`config.mk`:
```
export PLATFORM = sky130hd
export DESIGN_NAME = imm_extend_pipe
export DESIGN_NICKNAME = d
export VERILOG_FILES = /design/src/rtl/imm_ext_pkg.sv /design/src/rtl/imm_ext_core.sv /design/src/rtl/imm_extend_pipe.sv
export SDC_FILE = /design/constraint.sdc
export NUM_CORES = 1
export LEC_CHECK = 0
export ABC_AREA = 1
export CORE_ASPECT_RATIO = 0.7
export CORE_MARGIN = 3
export CORE_UTILIZATION = 50
export DETAILED_ROUTE_END_ITERATION = 12
export HOLD_SLACK_MARGIN = 0.12
export PLACE_DENSITY_LB_ADDON = 0.12
export SLEW_MARGIN = 20
export SYNTH_ARGS = -nofsm -noshare
export SYNTH_HDL_FRONTEND = slang
export SYNTH_HIERARCHICAL = 1
export SYNTH_SLANG_ARGS = --single-unit
```
`constraint.sdc`:
```
create_clock -name clk -period 2.8 [get_ports clk]
set_input_delay 0.84 -clock clk [delete_from_list [all_inputs] [get_ports clk]]
set_output_delay 0.84 -clock clk [all_outputs]
set_load 0.01 [all_outputs]
```
`src/rtl/imm_ext_pkg.sv`:
```
`default_nettype none
// ============================================================================
// Module      : imm_ext_pkg
// Description : Shared mode encoding and width defaults for the immediate
//               extender pipeline.
// Revision    : 1.0 - initial release
// ============================================================================
package imm_ext_pkg;

    localparam int c_MODE_W = 2;
    localparam int c_IN_W   = 16;
    localparam int c_OUT_W  = 32;

    typedef enum logic [c_MODE_W-1:0] {
        IMM_SIGN   = 2'd0,
        IMM_ZERO   = 2'd1,
        IMM_UPPER  = 2'd2,
        IMM_BRANCH = 2'd3
    } imm_mode_e;

endpackage
`default_nettype wire

```
`src/rtl/imm_ext_core.sv`:
```
`default_nettype none
// ============================================================================
// Module      : imm_ext_core
// Description : Combinational mode mux turning an immediate into an operand.
//               Mode 3 (BRANCH) is legal only when IMM_EXT_BRANCH_EN is set.
// Revision    : 1.0 - initial release
// ============================================================================
module imm_ext_core
    import imm_ext_pkg::*;
#(
    parameter int IN_W  = c_IN_W,
    parameter int OUT_W = c_OUT_W
) (
    input  logic [IN_W-1:0]     i_imm,
    input  logic [c_MODE_W-1:0] i_mode,
    output logic [OUT_W-1:0]    o_data,
    output logic                o_err
);

    logic [OUT_W-1:0] w_sext;

    assign w_sext = {{(OUT_W-IN_W){i_imm[IN_W-1]}}, i_imm};

    always_comb begin
        o_data = '0;
        o_err  = 1'b0;
        case (imm_mode_e'(i_mode))
            IMM_SIGN:  o_data = w_sext;
            IMM_ZERO:  o_data = {{(OUT_W-IN_W){1'b0}}, i_imm};
            // imm occupies the top IN_W bits; it always fits since IN_W < OUT_W
            IMM_UPPER: o_data = {i_imm, {(OUT_W-IN_W){1'b0}}};
`ifdef IMM_EXT_BRANCH_EN
            IMM_BRANCH: o_data = {w_sext[OUT_W-3:0], 2'b00};
`endif
            default: begin
                o_data = '0;
                o_err  = 1'b1;
            end
        endcase
    end

endmodule
`default_nettype wire

```
`src/rtl/imm_extend_pipe.sv`:
```
`default_nettype none
// ============================================================================
// Module      : imm_extend_pipe
// Description : Two-stage valid/ready immediate extender with saturating
//               illegal-mode counter. Optional BRANCH mode: IMM_EXT_BRANCH_EN.
// Revision    : 1.0 - initial release
// ============================================================================
module imm_extend_pipe
    import imm_ext_pkg::*;
#(
    parameter int IN_W     = c_IN_W,
    parameter int OUT_W    = c_OUT_W,
    parameter int TAG_W    = 5,
    parameter int ERRCNT_W = 8
) (
    input  logic                clk,
    input  logic                rst,
    input  logic                in_valid,
    output logic                in_ready,
    input  logic [IN_W-1:0]     in_imm,
    input  logic [c_MODE_W-1:0] in_mode,
    input  logic [TAG_W-1:0]    in_tag,
    output logic                out_valid,
    input  logic                out_ready,
    output logic [OUT_W-1:0]    out_data,
    output logic [TAG_W-1:0]    out_tag,
    output logic                out_err,
    output logic [ERRCNT_W-1:0] err_count
);

    logic                r_s1_valid;
    logic [IN_W-1:0]     r_s1_imm;
    logic [c_MODE_W-1:0] r_s1_mode;
    logic [TAG_W-1:0]    r_s1_tag;

    logic                r_out_valid;
    logic [OUT_W-1:0]    r_out_data;
    logic [TAG_W-1:0]    r_out_tag;
    logic                r_out_err;
    logic [ERRCNT_W-1:0] r_err_count;

    logic                w_s2_load;
    logic                w_in_fire;
    logic                w_out_fire;
    logic [OUT_W-1:0]    w_core_data;
    logic                w_core_err;

    assign w_s2_load  = !r_out_valid || out_ready;
    assign in_ready   = !r_s1_valid || w_s2_load;
    assign w_in_fire  = in_valid && in_ready;
    assign w_out_fire = r_out_valid && out_ready;

    imm_ext_core #(
        .IN_W  (IN_W),
        .OUT_W (OUT_W)
    ) u_core (
        .i_imm  (r_s1_imm),
        .i_mode (r_s1_mode),
        .o_data (w_core_data),
        .o_err  (w_core_err)
    );

    always_ff @(posedge clk or posedge rst) begin
        if (rst) begin
            r_s1_valid <= 1'b0;
            r_s1_imm   <= '0;
            r_s1_mode  <= '0;
            r_s1_tag   <= '0;
        end else begin
            if (w_in_fire) begin
                r_s1_valid <= 1'b1;
                r_s1_imm   <= in_imm;
                r_s1_mode  <= in_mode;
                r_s1_tag   <= in_tag;
            end else if (w_s2_load) begin
                r_s1_valid <= 1'b0;
            end
        end
    end

    // Payload only reloads with a real beat so an idle output stays quiet.
    always_ff @(posedge clk or posedge rst) begin
        if (rst) begin
            r_out_valid <= 1'b0;
            r_out_data  <= '0;
            r_out_tag   <= '0;
            r_out_err   <= 1'b0;
        end else if (w_s2_load) begin
            r_out_valid <= r_s1_valid;
            if (r_s1_valid) begin
                r_out_data <= w_core_data;
                r_out_tag  <= r_s1_tag;
                r_out_err  <= w_core_err;
            end
        end
    end

    always_ff @(posedge clk or posedge rst) begin
        if (rst) begin
            r_err_count <= '0;
        end else if (w_out_fire && r_out_err && !(&r_err_count)) begin
            r_err_count <= r_err_count + ERRCNT_W'(1);
        end
    end

    assign out_valid = r_out_valid;
    assign out_data  = r_out_data;
    assign out_tag   = r_out_tag;
    assign out_err   = r_out_err;
    assign err_count = r_err_count;

endmodule
`default_nettype wire

```
# Word level (Yosys, flattened, before mapping)
# Cells that the tools add are included.
# totals
register_bits,71
out_inout_bits,48
# classes
addsub,1
n_eq_ne,2
muxes,4
n_reduce_logical,14
# ops
operator,n
one-hot mux 32 bit (3 select lines),1
adder 8 x 1 -> 8 bit (second input constant),1
AND reduction 8 bit,1
logical AND 1 bit,4
zero test 1 bit,3
2-to-1 mux 1 bit,3
OR reduction 3 bit,1
equality test 2 x 1 -> 1 bit (second input constant),1
equality test 2 bit (second input constant),1
zero test 2 bit,1
logical OR 1 bit,2
AND reduction 2 bit,1
nonzero test 2 bit,1

# Longest topological paths before layout
# logic_depth
word_depth,5
ltp_mapped,8
depth_no_buf,8

# Modules after synthesis
# Netlist, hierarchy kept.
# by_module_without_submodules
mod,instances,cells_per_inst,area_each_um2,seq_area_each_um2
imm_extend_pipe,1,338,2950.3,1776.7
imm_ext_core,1,76,351.6,0.0

# Worst setup path before layout
# No wires, ideal clock.
# synth_path
kind,input to output
startpoint,in out_ready
endpoint,out in_ready
arrival_time_ns,1.228
setup_slack_ns,0.732
cell_stages,3
path_buffers,1
path_cell_list,inv_1 -> nand3_2 -> buf_2
# synth_between
elab_chain_len,2
# synth_rtl
item,line,text
"start, declared",imm_extend_pipe.sv:24,"input logic out_ready,"
logical OR 1 bit,imm_extend_pipe.sv:48,assign w_s2_load = !r_out_valid || out_ready;
logical OR 1 bit,imm_extend_pipe.sv:49,assign in_ready = !r_s1_valid || w_s2_load;
"end, declared",imm_extend_pipe.sv:19,"output logic in_ready,"
# Every way passes these cells.

# Worst setup path in the final report
# Same ends and word-level chain as after synthesis.

==> impl_results.md <==
* Syn Nets at 442
* Pwr dens at 768 nW/um2
* Root Buffer: clkbuf_8
* Clock skew at 0.00666 ns
* First drt pass iteration count at 5
* Post-Synth Simple-Gate Area at 36.2%
* Design Power at 3.26 mW
* Outcome: completed
* Hold Path Class: register to register
* Register area share after synthesis at 53.8%
* Synth Area in Adders at 0.379%
* Layout area overhead at 28.7%
* Ratio of cells with drive above 1 in the final layout at 6.57%
* Total track usage at 22.0%
* Die Width at 103 um
* Crit-path max FO at 2
* Leak Pwr at 2.21 nW
* CP cell instances: clkdlybuf4s50_1, inv_1, nand3_2, dlygate4sd2_1
* Final setup fails at 0
* Max-slew violation count at 0
* RSZ-0062 raised after global routing: false
* EDFF count, synth at 0
* Post-layout instance area at 4250 um2
* Synth Instances at 414
* Post-route ant nets at 0
* Clk slew on worst S/H paths at 0.06 ns
* DRC errors left at 0
* Core area at 6310 um2
* Worst path slowest cell: clkdlybuf4s50_1
* Final setup TNS at 0 ns
* Antenna violations before repair at 0
* H-tree Lvls at 3
* Setup Crit Path Kind: input port to output pin
* CP Capture Type: output pin
* Reg2reg setup slack at 1.15 ns
* Worst Tran Pin Value at 0.624 ns
* Critical Path AT at 1.82 ns
* Vias in the first global route at 2636
* Setup bufs post-CTS at 0
* Placed Cells at 549
* DR vias at 2851
* Startpoint types: input port
* CTS Sinks at 71
* Main combinational cell family by area after synthesis: simple AND/OR/NAND/NOR gates
* Starting Density at 52.4%
* Die height at 74.0 um
* Post-synth ARST share at 100%
* CP Data Required Time at 1.96 ns
* Post-synthesis instance area at 3300 um2
* Fin Hold WS at 0.469 ns
* Synth unique cells at 19
* TritonCTS clock tree: yes
* Most used DFF post-synth: dfrtp_1
* CTS max path bufs at 2
* RD Place Congestion at 0.837
* Hold Vio Cnt, Final at 0
* Worst-Skew Late Latency at 0.34 ns
* Area after DPL at 4050 um2
* Fin nets at 510
* Max-cap violation count at 0
* Synth Area in Compound Gates at 0.758%
* Final Util at 67.4%
* Rows at 24
* Relative slew slack at 58.4%
* Drt via density at 5.05
* Yosys reg bits at 71
* Synthesis Warnings at 6
* Largest net degree at the start of global routing at 72
* Final Cycle Share at 95.0%
* I/O Pins at 75
* Place WS at -0.104 ns
* Ant diodes at 0
* Detailed placement HPWL at 5530 um
* Max Fclk at 376 MHz
* WL per Instance at 13.6 um
* Worst vdd ir at 0.406 mV
* Xor and xnor area share after synthesis at 0.531%
* Non-filler cells, final at 565
* Detailed router's first-iteration violation count at 218
* Final wirelength at 7660 um
* Num CTS Buffers at 9
* Die area at 7630 um2
* Port Buffers at 74
* Final min period at 2.66 ns
* Mux cell area share after synthesis at 0%
* Setup ws final at 0.140 ns
* Syn Area/Cell at 7.98 um2
* Grt ovf at 0
* Crit-path max cell delay at 0.46 ns
* First-pass GRT wire length at 12700 um
==> registers in the layout, summed over array words and instances (netlist names) <==
| name | count |
|---|---|
| err_count | 8 |
| out_data | 32 |
| out_err | 1 |
| out_tag | 5 |
| out_valid | 1 |
| r_s1_imm | 16 |
| r_s1_mode | 2 |
| r_s1_tag | 5 |
| r_s1_valid | 1 |
==> cell usage in the layout, fill, tap and decap left out <==
| cell | synthesis | final |
|---|---|---|
| nor2_4 | 1 | 1 |
| nand3_1 | 82 | 82 |
| clkinv_2 | 0 | 2 |
| clkbuf_1 | 3 | 3 |
| nor2_1 | 24 | 24 |
| inv_2 | 2 | 3 |
| inv_1 | 27 | 26 |
| a21oi_1 | 2 | 2 |
| clkdlybuf4s50_1 | 0 | 73 |
| nand2_4 | 1 | 1 |
| o21ai_0 | 3 | 3 |
| nand3_2 | 2 | 2 |
| xnor2_1 | 2 | 2 |
| nand2_2 | 3 | 3 |
| nand2_1 | 167 | 167 |
| dfrtp_1 | 71 | 71 |
| bufinv_16 | 0 | 2 |
| nor2_2 | 1 | 1 |
| buf_12 | 0 | 1 |
| buf_4 | 8 | 7 |
| clkbuf_8 | 0 | 9 |
| dlygate4sd2_1 | 0 | 1 |
| ha_1 | 1 | 1 |
==> metal layers <==
layer  wire length (um)  share of wire (%)  GRT usage, %  vias up
met5                  0                  0             0        -
met4                104                1.4          5.60        0
met3                491                6.4          6.75        8
met2               3350                 44          33.0       70
met1               3710                 48          31.6     1339
li1                   -                  -             -     1434
==> final timing paths <==
check | from | endpoint | depth (start not counted)
worst max-delay path | out_ready | in_ready | 4
worst min-delay path | out_data[24]$_DFFE_PP0P_ | out_data[24]$_DFFE_PP0P_ | 2
worst max register to register | r_s1_valid$_DFFE_PP0P_ | out_data[27]$_DFFE_PP0P_ | 5
worst min register to register | out_data[24]$_DFFE_PP0P_ | out_data[24]$_DFFE_PP0P_ | 2
max in group asynchronous | rst | r_s1_mode[0]$_DFFE_PP0P_ | 3
min in group asynchronous | rst | out_data[4]$_DFFE_PP0P_ | 3
==> cells in the mapped netlist (2+ instances only) <==
cell type	count	share of area, %
dfrtp_1	71	54
buf_2	10	1.5
o21ai_0	3	0.45
inv_1	27	3.1
inv_2	2	0.23
nor2_1	24	2.7
buf_4	8	1.8
nand2_2	3	0.57
a21oi_1	2	0.30
clkbuf_1	3	0.34
nand2_1	167	19
nand3_1	82	12
buf_6	4	1.4
xnor2_1	2	0.53
nand3_2	2	0.61
==> timing repair <==
action / in CTS / in global routing
resized for setup: 1 / 0
hold endpoints to repair: 0 / 0
endpoints found under the setup margin: 1 / 0
hold buffers: 0 / 0
==> kinds of logic (layout without fill, tap and decap cells) <==
group | Yosys count | after routing
xor+xnor | 2 | 2
buf+inv | 54 | 127
flops | 71 | 71
simple gates | 281 | 281
fa+ha+maj | 1 | 1
compound gates | 5 | 5
==> power by group <==
part / internal [mW] / switching, mW
Sequential: 1.25 / 0.192
Clock: 0.500 / 0.356
Combinational: 0.489 / 0.476
==> cell type report <==
| class | count | area, um2 |
|---|---|---|
| fill | 571 | 2060 |
| sequential | 71 | 1780 |
| multi-input combinational | 289 | 1250 |
| timing repair buffer | 82 | 812 |
| clock buffer | 12 | 135 |
| inverter | 29 | 109 |
| tap | 78 | 97.6 |
| clock inverter | 4 | 70.1 |
==> critical path: cells and delay by family <==
family	cells	cell delay, ns
buffers and inverters	3	0.87
and+or+nand+nor	1	0.10
Power figures use the tool's default switching activity.
==> edit 1 (same flow settings) <==
Change the parameter `ERRCNT_W` from 8 to 9.
--- a/src/rtl/imm_extend_pipe.sv
+++ b/src/rtl/imm_extend_pipe.sv
@@ -11,7 +11,7 @@
     parameter int IN_W     = c_IN_W,
     parameter int OUT_W    = c_OUT_W,
     parameter int TAG_W    = 5,
-    parameter int ERRCNT_W = 8
+    parameter int ERRCNT_W = 9
 ) (
     input  logic                clk,
     input  logic                rst,
Ports: changed (resized err_count); port bits go from 75 to 76. The function was not compared with the original's and may differ.
==> edit 1 against the unedited design <==
Core utilization grew 0.27 points. Highest routed layer unchanged. Largest power group unchanged. Setup slack gained 0.040 ns. Non-clock buffer count grew 2. Count of clock-buffer cells in the layout grew 2. Power shrank 3.7%. Final cell count grew 2.5%. Area after synthesis grew 0.64%. Clock skew shrank 0.0014 ns. Design area grew 0.88%. Sequential cell count grew 1. Wire length shrank 4.0%. Critical endpoint unchanged. Die area grew 0.60%. Sequential share of layout area grew 0.22 points.
==> edit 1: results (changes against the unedited design) <==
[yosys]
synthMuxAreaShare = 0  ; unchanged
async_reset_ff_frac = 1.00  ; unchanged
synth_ff_type = dfrtp_1
yosysWarnings = 6  ; unchanged
synth.avg_cell_area_um2 = 8.05  ; +0.89%
synth_compound_area_frac = 0.00151  ; -0.00607
synth_xor_xnor_area_share = 0.00527  ; -0.0000340
netlist_top_cells_count = nand2_1 (171), nand3_1 (81), dfrtp_1 (72), inv_1 (28), nor2_1 (19)
synth_cell_types = 22  ; +3
syn-num-nets = 442  ; unchanged
yosys-top-cells-area = dfrtp_1 (54%), nand2_1 (19%), nand3_1 (12%)
synthAdderAreaFrac = 0.00753  ; +0.00374
yosysSeqAreaShare = 0.542  ; +0.00409

[cells_and_area]
largest_reg_flops = 32  ; unchanged
nets = 512  ; +0.39%
drive_gt1_frac = 0.0635  ; -0.00218
fill_cells = 538  ; -5.8%
n_antenna_cell = 0  ; unchanged

[routing]
dr.pass1.iters = 4  ; -1
wire_per_inst_um = 12.7  ; -6.3%
initialDrtViolationCount = 119  ; -45%
detail_route.vias_per_cell = 4.96  ; -1.6%
wl_mm = 7.35  ; -4.0%

[outcome]
status = finished clean

[clock_tree]
htreeDepth = 3  ; unchanged
cts_root_buf = clkbuf_8
clk_path_buf_depth = 2  ; unchanged
insertion_delay_ns = 0.34  ; about the same
cts_buffers = 9  ; unchanged
clk_pin_slew_ns = 0.07

[placement]
gp_congestion = 0.817  ; -2.3%
hpwl_mm = 5.05  ; -8.7%
dp_cells = 563  ; +2.6%
io_buffers = 75  ; +1.4%

[setup_path]
arrival_ns = 1.78  ; -0.04 ns
max_stage_delay_ns = 0.42  ; -0.04 ns
critical_path.max_fanout = 2  ; unchanged
cp_slowest_cell = clkdlybuf4s50_1

[power_and_ir_drop]
irDropWorstVdd_uv = 391  ; -3.8%
p_leak_nw = 2.24  ; +1.2%

[global_routing]
grt_max_degree = 73  ; +1.4%
grt_pass1_vias = 2756  ; +4.6%
antenna_found_initial = 0  ; unchanged
grt_usage = 0.217  ; -0.00318
grt_pass1_wl_mm = 12.8  ; +0.43%

[timing]
worst_pin_slew_ns = 0.662  ; +0.0380 ns
clock_skew_ns = 0.00522  ; -0.00144 ns

[hold_path]
worstHoldPathType = reg -> reg

[edit 1: cell types whose count changed in the layout (fill, tap and decap cells not counted), sizes merged, moves of 2 or more]
| cell | change |
|---|---|
| bufinv | -2 |
| nand4 | +3 |
| nand2 | +2 |
| nor2 | -5 |
| o21ai | -2 |
| a21oi | -2 |
| clkbuf | +2 |
[edit 1: area by class of cell]
class / instances / area [µm²] / share of cell area
clock buffers: 14 / 173 / 0.0403
clock inverters: 2 / 12.5 / 0.00292
well taps: 91 / 114 / 0.0266
multi-input cells: 287 / 1250 / 0.291
inverters: 29 / 109 / 0.0254
flip-flops and latches: 72 / 1800 / 0.420
repair buffers: 84 / 830 / 0.193
[edit 1: worst paths after layout]
check	start	to	slack, ns	cells past startpoint
max	out_ready	in_ready	0.18	4
min	out_data[11]	out_data[11]	0.47	2
max reg2reg	err_count[0]	err_count[2]	0.75	10
min reg2reg	out_data[11]	out_data[11]	0.47	2
max in group asynchronous	rst	out_data[0]	1.60	3
min in group asynchronous	rst	out_data[10]	0.90	3
[edit 1: power breakdown]
| part | internal (W) | switching, W | leakage, nW |
|---|---|---|---|
| Clock | 0.000394 | 0.000361 | 0.0927 |
| Combinational | 0.000487 | 0.000475 | 1.22 |
| Sequential | 0.00126 | 0.000163 | 0.922 |
[edit 1: what timing repair did]
item	CTS	global route
gates resized for setup	1	0
setup endpoints to repair	1	0
setup buffers	0	0
[edit 1: kinds of logic after synthesis]
kind of cell	Yosys count
AO/OA/AOI/OAI	1
adder cells (fa/ha/maj)	2
XOR/XNOR	2
buffers and inverters	54
AND/OR/NAND/NOR	282
flip-flops	72
[edit 1: routing by layer]
metal	GRT usage	part of all wire	vias to the layer above
li1	-	-	1433
met1	0.292	0.46	1347
met2	0.353	0.47	86
met3	0.0572	0.067	8
met4	0.0575	0.010	0
met5	0	0	-
[edit 1: metrics by stage]
stage	area, µm²	setup TNS [ns]	worst slack, ns	utilization
floorplan	3320	0	0.135	-
global placement	4100	-0.0705	-0.0705	0.648
detailed placement	4100	-0.0672	-0.0672	0.648
CTS	4290	0	0.185	0.677
global route	4290	0	0.140	0.677
finish	4290	0	0.180	0.677
[edit 1: worst max-delay path, delay by kind of cell]
kind                   cells  cell delay (ns)
AND/OR/NAND/NOR            1             0.11
buffers and inverters      3             0.83
==> edit 2 (config.mk and constraints unchanged) <==
Made on the original files. Remove the case item `IMM_ZERO` of the case on `imm_mode_e'(i_mode)`.
--- a/src/rtl/imm_ext_core.sv
+++ b/src/rtl/imm_ext_core.sv
@@ -26,7 +26,6 @@
         o_err  = 1'b0;
         case (imm_mode_e'(i_mode))
             IMM_SIGN:  o_data = w_sext;
-            IMM_ZERO:  o_data = {{(OUT_W-IN_W){1'b0}}, i_imm};
             // imm occupies the top IN_W bits; it always fits since IN_W < OUT_W
             IMM_UPPER: o_data = {i_imm, {(OUT_W-IN_W){1'b0}}};
 `ifdef IMM_EXT_BRANCH_EN
Function: changed (Yosys sat finds a counterexample within 4 cycles, from zero or initial values and one cycle with rst high).
==> edit 2 against the unedited design <==
Core utilization decreased by 0.48 points. Final cell count decreased by 0.88%. Combinational power decreased by 3.2%. Wire length decreased by 0.61%. Sequential cell count unchanged. Area after synthesis decreased by 0.45%. Fmax increased by 0.74%. Setup slack improved by 0.020 ns. Power decreased by 3.8%. Design area decreased by 0.71%. Clock power decreased by 8.5%. Sequential share of layout area increased by 0.30 points. Critical endpoint unchanged. Largest cell class unchanged.
==> edit 2: results (changes against the unedited design) <==
[yosys]
netlist_top_cells_count = nand2_1 (165), nand3_1 (82), dfrtp_1 (71), inv_1 (26), nor2_1 (24)
synth_cell_types = 19  ; unchanged
synth_area_leader_cell = dfrtp_1
syn_inst = 411  ; -0.72%
async_reset_ff_frac = 1.00  ; unchanged
yosysWarnings = 6  ; unchanged
syn-num-nets = 439  ; -0.68%
yosys-top-cells-area = dfrtp_1 (54%), nand2_1 (19%), nand3_1 (12%)
yosysSeqAreaShare = 0.541  ; +0.00246

[setup_path]
arrival_ns = 1.80  ; -0.02 ns
reg2reg_depth = 5  ; unchanged
cp_top_family = buffers and inverters
max_stage_delay_ns = 0.43  ; -0.03 ns
critical_path.max_fanout = 2  ; unchanged

[routing]
wire_per_inst_um = 13.6  ; +0.27%
dr.pass1.iters = 4  ; -1
detail_route.vias_per_cell = 4.98  ; -1.3%
via_count = 2790  ; -2.1%
initialDrtViolationCount = 192  ; -12%

[cells_and_area]
largest_reg_flops = 32  ; unchanged
nets = 505  ; -0.98%
drive_gt1_frac = 0.0664  ; +0.000682
n_antenna_cell = 0  ; unchanged

[power_and_ir_drop]
p_leak_nw = 2.19  ; -0.94%
irDropWorstVdd_uv = 384  ; -5.4%
switching_share = 0.323  ; +0.00940

[hold_path]
hold_path_depth = 2  ; unchanged

[clock_tree]
cts_buffers = 9  ; unchanged
clk_pin_slew_ns = 0.07
htreeDepth = 3  ; unchanged
clk_path_buf_depth = 2  ; unchanged
cts.sinks = 71  ; unchanged
insertion_delay_ns = 0.34  ; about the same

[timing]
clock_skew_ns = 0.00742  ; +0.000755 ns
worst_pin_slew_ns = 0.591  ; -0.0333 ns

[placement]
io_buffers = 74  ; unchanged
gp_congestion = 0.791  ; -5.5%
placed_area_mm2 = 0.00403  ; -0.49%
hpwl_mm = 5.39  ; -2.6%
dp_cells = 544  ; -0.91%

[global_routing]
grt_pass1_vias = 2565  ; -2.7%
grt_usage = 0.216  ; -0.00456
antenna_found_initial = 0  ; unchanged
grt_max_degree = 72  ; unchanged
grt_pass1_wl_mm = 12.6  ; -1.2%

[outcome]
status = finished clean

## edit 2: changes by cell type in the layout (fill, tap and decap cells not counted), moves of 2 or more
cell       unedited run  this run
nand2_1             167       165
bufinv_16             2         0
buf_4                 7         4
clkbuf_1              3         1
clkbuf_8              9        13
## edit 2: repair_timing
action	in CTS	in global routing
hold buffers	0	0
setup endpoints to repair	1	0
endpoints found under the hold margin	0	0
gates resized for setup	1	0
## edit 2: routing by layer
layer | track usage | part of all wire | vias up | routed length (µm)
met5 | 0 | 0 | - | 0
met4 | 0.0632 | 0.0067 | 0 | 51
met3 | 0.0531 | 0.052 | 8 | 399
met2 | 0.294 | 0.43 | 71 | 3250
met1 | 0.337 | 0.51 | 1291 | 3910
li1 | - | - | 1420 | -
## edit 2: stage by stage
step	utilization	setup WS, ns
6_report	0.669	0.160
5_1_grt	0.669	0.121
4_1_cts	0.669	0.164
3_5_place_dp	0.638	-0.0804
3_3_place_gp	0.638	-0.101
2_1_floorplan	-	0.163
## edit 2: worst min-delay path: cells and delay by family (launching register included)
family / cells / cell delay (ns)
DFF: 1 / 0.35
and+or+nand+nor: 2 / 0.11
## edit 2: power groups by stage
stage | Sequential (W) | Clock (W) | Combinational (W)
floorplan | 0.00147 | 0 | 0.000442
global placement | 0.00143 | 0 | 0.000921
detailed placement | 0.00144 | 0 | 0.000942
global route | 0.00145 | 0.000843 | 0.00104
CTS | 0.00142 | 0.000801 | 0.000944
finish | 0.00142 | 0.000783 | 0.000934
## edit 2: logic make-up (layout without fill, tap and decap cells)
group / count (synthesis) / count (layout) / synth area share
XOR/XNOR: 2 / 2 / 0.00533
AND/OR/NAND/NOR: 278 / 278 / 0.358
AO/OA/AOI/OAI: 5 / 5 / 0.00761
flip-flops: 71 / 71 / 0.541
adder cells (fa/ha/maj): 1 / 1 / 0.00381
buffers and inverters: 54 / 125 / 0.0845
## edit 2: worst paths after layout
kind	start	to	slack [ns]
max in group asynchronous	rst	r_s1_imm[1]	1.60
worst max-delay path	out_ready	in_ready	0.16
worst min register to register	out_data[17]	out_data[17]	0.48
worst min-delay path	out_data[17]	out_data[17]	0.48
worst max register to register	r_s1_valid	out_data[23]	1.15
min in group asynchronous	rst	out_data[5]	0.88
## edit 2: area by class of cell
type / count / area, µm²
fillers: 552 / 2090
repair buffers: 80 / 810
inverters: 29 / 109
flip-flops and latches: 71 / 1780
clock inverters: 2 / 12.5
well taps: 78 / 97.6
multi-input cells: 286 / 1230
clock buffers: 14 / 183
